<file path="src/rtl/param_counter_pkg.sv">
// Shared constants and helpers for the parametrised counter.
// Imported by the counter top and its prescaler.
package param_counter_pkg;

  localparam int MODE_WRAP = 0;
  localparam int MODE_SAT  = 1;

  function automatic int unsigned clog2(input int unsigned v);
    int unsigned r;
    r = 0;
    while ((64'd1 << r) < 64'(v)) r++;
    return r;
  endfunction

endpackage

</file>
<file path="src/rtl/param_prescaler.sv">
// Enable-gated prescaler: tick on every PRESCALE-th enabled cycle.
// Partial counts survive en=0; clr restarts the division.
module param_prescaler
  import param_counter_pkg::*;
#(
  parameter int PRESCALE = 1
) (
  input  logic clk,
  input  logic rst_n,
  input  logic en,
  input  logic clr,
  output logic tick
);

  localparam int PW = (clog2(PRESCALE) < 1) ? 1 : int'(clog2(PRESCALE));

  generate
    if (PRESCALE == 1) begin : g_none
      logic unused;
      assign unused = &{1'b0, clk, rst_n, clr};
      assign tick = en;
    end else begin : g_pre
      localparam logic [PW-1:0] LAST = PW'(PRESCALE - 1);
      logic [PW-1:0] pre;

      always_ff @(posedge clk or negedge rst_n) begin
        if (!rst_n) begin
          pre <= '0;
        end else if (clr) begin
          pre <= '0;
        end else if (en) begin
          pre <= (pre == LAST) ? '0 : pre + PW'(1);
        end
      end

      assign tick = en && (pre == LAST);
    end
  endgenerate

endmodule

</file>
<file path="src/rtl/param_counter.sv">
// Up/down counter with modulus, prescaler, clear/load,
// wrap-or-saturate boundaries and terminal/event flags.
module param_counter
  import param_counter_pkg::*;
#(
  parameter int               WIDTH    = 8,
  parameter logic [WIDTH-1:0] MAX_VAL  = '1,
  parameter int               PRESCALE = 1,
  parameter int               SATURATE = MODE_WRAP
) (
  input  logic             clk,
  input  logic             rst_n,
  input  logic             en,
  input  logic             clr,
  input  logic             load,
  input  logic [WIDTH-1:0] load_val,
  input  logic             up,
  output logic [WIDTH-1:0] count,
  output logic             tc,
  output logic             wrap,
  output logic             sat
);

  logic             tick;
  logic [WIDTH-1:0] clamped;

  param_prescaler #(
    .PRESCALE(PRESCALE)
  ) u_pre (
    .clk  (clk),
    .rst_n(rst_n),
    .en   (en),
    .clr  (clr | load),
    .tick (tick)
  );

  assign clamped = (load_val > MAX_VAL) ? MAX_VAL : load_val;
  assign tc = up ? (count == MAX_VAL) : (count == '0);

  // tc doubles as the boundary test, so no step ever overflows.
  always_ff @(posedge clk or negedge rst_n) begin
    if (!rst_n) begin
      count <= '0;
      wrap  <= 1'b0;
      sat   <= 1'b0;
    end else if (clr) begin
      count <= '0;
      wrap  <= 1'b0;
      sat   <= 1'b0;
    end else if (load) begin
      count <= clamped;
      wrap  <= 1'b0;
      sat   <= 1'b0;
    end else if (tick) begin
      if (!tc) begin
        count <= up ? count + WIDTH'(1) : count - WIDTH'(1);
        wrap  <= 1'b0;
        sat   <= 1'b0;
      end else if (SATURATE == MODE_SAT) begin
        wrap  <= 1'b0;
        sat   <= 1'b1;
      end else begin
        count <= up ? '0 : MAX_VAL;
        wrap  <= 1'b1;
        sat   <= 1'b0;
      end
    end else begin
      wrap <= 1'b0;
    end
  end

endmodule
</file>
<file path="config.mk">
export PLATFORM = sky130hd
export DESIGN_NAME = param_counter
export DESIGN_NICKNAME = d
export VERILOG_FILES = /design/src/rtl/param_counter_pkg.sv /design/src/rtl/param_prescaler.sv /design/src/rtl/param_counter.sv
export SDC_FILE = /design/constraint.sdc
export NUM_CORES = 1
export LEC_CHECK = 0
export BUFFER_PORTS_ARGS = -buffer_cell sky130_fd_sc_hd__buf_2
export CAP_MARGIN = 10
export CORE_UTILIZATION = 46
export CTS_CLUSTER_DIAMETER = 80
export DETAILED_ROUTE_END_ITERATION = 8
export GPL_TIMING_DRIVEN = 0
export PLACE_DENSITY_LB_ADDON = 0.1
export SETUP_SLACK_MARGIN = 0.02
export SYNTH_ARGS = -nofsm -noshare
export SYNTH_HDL_FRONTEND = slang
export SYNTH_SLANG_ARGS = --single-unit
export TNS_END_PERCENT = 20
</file>
<file path="constraint.sdc">
create_clock -name clk -period 1.9 [get_ports clk]
set_input_delay 0.095 -clock clk [delete_from_list [all_inputs] [get_ports clk]]
set_output_delay 0.095 -clock clk [all_outputs]
set_load 0.01 [all_outputs]
</file>
==> results.txt <==
Global-route wire length before repair: 3520 um. Gate count after technology mapping: 112. The count of pins over their slew limit was 0; the setup clock skew after layout was 2.59 ps.

Across the run, the number of max-cap violations was 0. Once detail routing completed, the nets flagged for antenna violations numbered 0. Summed over all nets, wire length on met3 after detailed routing comes to 89 um.

sky130_fd_sc_hd__dfrtp_1 takes more of the synthesized area than any other cell. The most critical setup path has its startpoint at count[5]. The initial antenna violation count is 0.

The startpoint-to-endpoint class of the critical path is register to register. For the floorplan die area, the log shows 0.00211 sq mm. The run finished with clean final reports. Using the TritonRoute via totals, the vias-per-cell ratio works out to 5.62. The sequential share of power was 0.336; the switching power share of the total was 0.387. The repair_antennas step left the layout with diodes totalling 0. The switching power was 0.000276 W; the worst supply voltage drop on vdd was 0.393 mV.

The worst path needs 1810 ps of the cycle, external delays included. The routed layout has 922 vias. Yosys mapped a number of flops with a built-in enable equal to 0. The tools report the maximum level of the CTS H-tree as 1. Hold timing on the final database bottoms out at a slack of 31.5 ps. The number of hold violations in the final report came out at 0.

In this run the mean area of a mapped cell was 7.91 sq um. The tightest min-delay check is of the primary input to register type. The setup check on the worst reg-to-reg path leaves a slack of 90 ps. The critical path ends at count[6]. The clock passes through at most 2 buffers.

The worst setup path is launched from a register. The largest net degree at the start of global routing came out at 11. The required time at the worst-slack endpoint was 2100 ps. In the post-synthesis netlist, the biggest area contributors are sky130_fd_sc_hd__dfrtp_1 25%, sky130_fd_sc_hd__ha_1 8.5%, sky130_fd_sc_hd__a21oi_1 6.8%, sky130_fd_sc_hd__nor2_1 4.2%, sky130_fd_sc_hd__nor3_1 4.0%. The synthesized cell area is 886 sq um, and the met2 layer wire length in the routed design is 1080 um. The tools report the kind of capture point of the worst setup path as a register. The run gives 15 as the standard-cell row count.

Library cell used as clock root buffer: sky130_fd_sc_hd__clkbuf_4. Dividing the detail-routed wire length by the instance count gives 13.8 um. The tools report the placeable core region as 0.00176 sq mm. The top-level port count is 25. The share of the yosys chip area belonging to registers came out at 0.254. The leading register cell type out of synthesis is sky130_fd_sc_hd__dfrtp_1. Synthesis inferred 9 register bits. Async set or reset register ratio after synthesis: 1.00. In the routed design, unresolved DRC markers number 0. The maximum fanout along the worst path is 6, and the cell depth of the worst flop-to-flop path is 5. The number of buffers created by CTS came out at 3. Signal routing reaches up to met3. The post-detailed-placement half-perimeter wirelength was 1690 um. At the worst endpoint, the arrival time is 2020 ps. The first routing iteration left 16 violations. The source of the worst register-to-register timing path was count[5]. For the final setup violation count, the log shows 0.

After routing the design area is 0.00113 sq mm. The total placed instance area came out at 0.00103 sq mm. The worst register-to-register path ends at count[6]. The count of buffers added on input and output ports is 21.

The internal portion of the total power is 0.000437 W. After synthesis, the netlist uses 39 different library cells. Timing would allow up to 551 MHz. The tools report the wire length after detailed routing as 2260 um. The aggregate global routing overflow came out at 0. The number of warnings printed during yosys synthesis was 0; the clock transition time at the flip-flop clock pins of the worst setup and hold paths was 60 ps.

The via count of the first global-routing pass came out at 813. The tools report the utilization of the core after routing as 0.642. The proportion of netlist area held by the largest area contributor works out to 0.254. The final critical-path share of the clock period works out to 0.954.

The congestion estimate from routability-driven global placement came to 0.844. The combinational group share of total power is 0.446. Dividing total power by cell area gives a power density of 630 mW/mm^2. TritonCTS built the clock tree. The layout net count was 161; the static leakage was 0.511 nW. For this block, wires on met1 add up to 1090 um. The die is 45.9 um tall.

The run gives 0.217 as the clock share of power. The share of final-layout standard cells stronger than drive strength 1 was 0.324; the clock latency reported for the late side of the worst-skew pair was 270 ps. For this design, the sink count on the clock tree is 9. Synthesis produced a netlist with a net count of 133. The run gives 0.502 as the initial core utilization.

Setup repair after global routing could not meet its margin everywhere. The run gives 0.232 as the global router's overall resource usage. The die is 45.9 um wide. From synthesis to final layout, the design area changed by 27.8%. The first TritonRoute pass finished after 4 iterations. The run gives 165 as the number of inserted filler cells in the final layout.
-- routing by layer --
| metal | track usage | vias up |
|---|---|---|
| met5 | 0 | - |
| met4 | 0.0235 | 0 |
| met3 | 0.0595 | 0 |
| met2 | 0.380 | 21 |
| met1 | 0.313 | 436 |
| li1 | - | 465 |
-- final cells by class --
cell class	instances	area (sq um)	area share
Clock buffer	4	26.3	0.0232
Tap cell	25	31.3	0.0276
Timing Repair Buffer	23	123	0.108
Buffer	5	41.3	0.0365
Inverter	5	18.8	0.0166
Sequential cell	9	228	0.201
Multi-Input combinational cell	93	664	0.587
-- sequential cells by signal (all words and copies together) (netlist names) --
| register | flops |
|---|---|
| wrap | 1 |
| count | 8 |
-- worst max-delay path, cell delays in order, from the launching register on --
cell	delay, ps
sky130_fd_sc_hd__dfrtp_1	450
sky130_fd_sc_hd__or4_1	630
sky130_fd_sc_hd__nor3_4	230
sky130_fd_sc_hd__nor3b_1	80
sky130_fd_sc_hd__mux2_2	260
sky130_fd_sc_hd__nor2_1	90
-- stage by stage --
step                      total power, W  TNS, ps  setup WS (ps)  instances
final                           0.000713        0           86.6        164
after global routing            0.000763   -0.817         -0.817        164
after CTS                       0.000686    -26.5          -26.5        163
after detailed placement        0.000522    -98.5          -56.1        158
after global placement          0.000517    -86.7          -50.2        158
after floorplan                 0.000442        0           30.1        112
-- cell usage in the layout (no fill, tap or decap), types with 2 or more instances in the layout --
| cell type | count |
|---|---|
| sky130_fd_sc_hd__a211oi_1 | 2 |
| sky130_fd_sc_hd__a21oi_1 | 11 |
| sky130_fd_sc_hd__buf_2 | 21 |
| sky130_fd_sc_hd__buf_4 | 2 |
| sky130_fd_sc_hd__clkbuf_1 | 2 |
| sky130_fd_sc_hd__clkbuf_4 | 3 |
| sky130_fd_sc_hd__dfrtp_1 | 7 |
| sky130_fd_sc_hd__dfrtp_2 | 2 |
| sky130_fd_sc_hd__ha_1 | 4 |
| sky130_fd_sc_hd__inv_1 | 5 |
| sky130_fd_sc_hd__nand2_1 | 9 |
| sky130_fd_sc_hd__nand3_1 | 3 |
| sky130_fd_sc_hd__nand4_1 | 2 |
| sky130_fd_sc_hd__nor2_1 | 10 |
| sky130_fd_sc_hd__nor3_1 | 6 |
| sky130_fd_sc_hd__nor3b_1 | 3 |
| sky130_fd_sc_hd__o21a_1 | 2 |
| sky130_fd_sc_hd__o21ai_0 | 3 |
| sky130_fd_sc_hd__o21ai_1 | 7 |
| sky130_fd_sc_hd__o2bb2ai_1 | 2 |
| sky130_fd_sc_hd__or2_2 | 2 |
| sky130_fd_sc_hd__xnor2_1 | 2 |
| sky130_fd_sc_hd__xor2_1 | 2 |
-- logic make-up after synthesis --
kind of cell | Yosys count | share of synthesized area
buffers and inverters | 10 | 0.0593
other | 1 | 0.00423
and+or+nand+nor | 44 | 0.268
adders and majority gates | 7 | 0.107
DFF | 9 | 0.254
AOI/OAI and AO/OA | 36 | 0.254
muxes | 1 | 0.0127
xor gates and xnor gates | 4 | 0.0396
-- what timing repair did --
item                                   CTS  global route
hold buffers                             1             0
resized for setup                        2            12
cloned                                   0             0
endpoints found under the hold margin    9             0
pin swaps                                0             5
setup endpoints to repair                2             5
setup buffers                            0             1
-- how the worst min path moves through the flow --
stage                     depth (start not counted)        to  slack (ps)  start
after global routing                              2  count[0]          30    clr
after floorplan                                   0  count[0]        -200  rst_n
final                                             2  count[0]          30    clr
after global placement                            1  count[1]         -50  rst_n
after CTS                                         2  count[1]          20    clr
after detailed placement                          1  count[3]         -40  rst_n
-- Yosys cell counts, types with 2 or more instances --
master	number
sky130_fd_sc_hd__or2_2	2
sky130_fd_sc_hd__a211oi_1	3
sky130_fd_sc_hd__dfrtp_1	9
sky130_fd_sc_hd__o21ai_0	4
sky130_fd_sc_hd__nor2_1	10
sky130_fd_sc_hd__nand3_1	3
sky130_fd_sc_hd__nand2_1	9
sky130_fd_sc_hd__a21oi_1	12
sky130_fd_sc_hd__o21ai_1	7
sky130_fd_sc_hd__o2bb2ai_1	2
sky130_fd_sc_hd__xnor2_1	2
sky130_fd_sc_hd__inv_1	5
sky130_fd_sc_hd__nor4_1	2
sky130_fd_sc_hd__ha_1	6
sky130_fd_sc_hd__nor3_1	7
sky130_fd_sc_hd__xor2_1	2
sky130_fd_sc_hd__nor3b_1	3
sky130_fd_sc_hd__nand4_1	2
sky130_fd_sc_hd__o21a_1	2
-- power groups by stage --
stage	combinational, W	clock, W	sequential [W]
final	0.000318	0.000155	0.000240
after global routing	0.000353	0.000169	0.000241
after CTS	0.000292	0.000158	0.000236
after detailed placement	0.000283	0	0.000239
after global placement	0.000278	0	0.000239
after floorplan	0.000201	0	0.000241
Power figures use the tool's default switching activity.
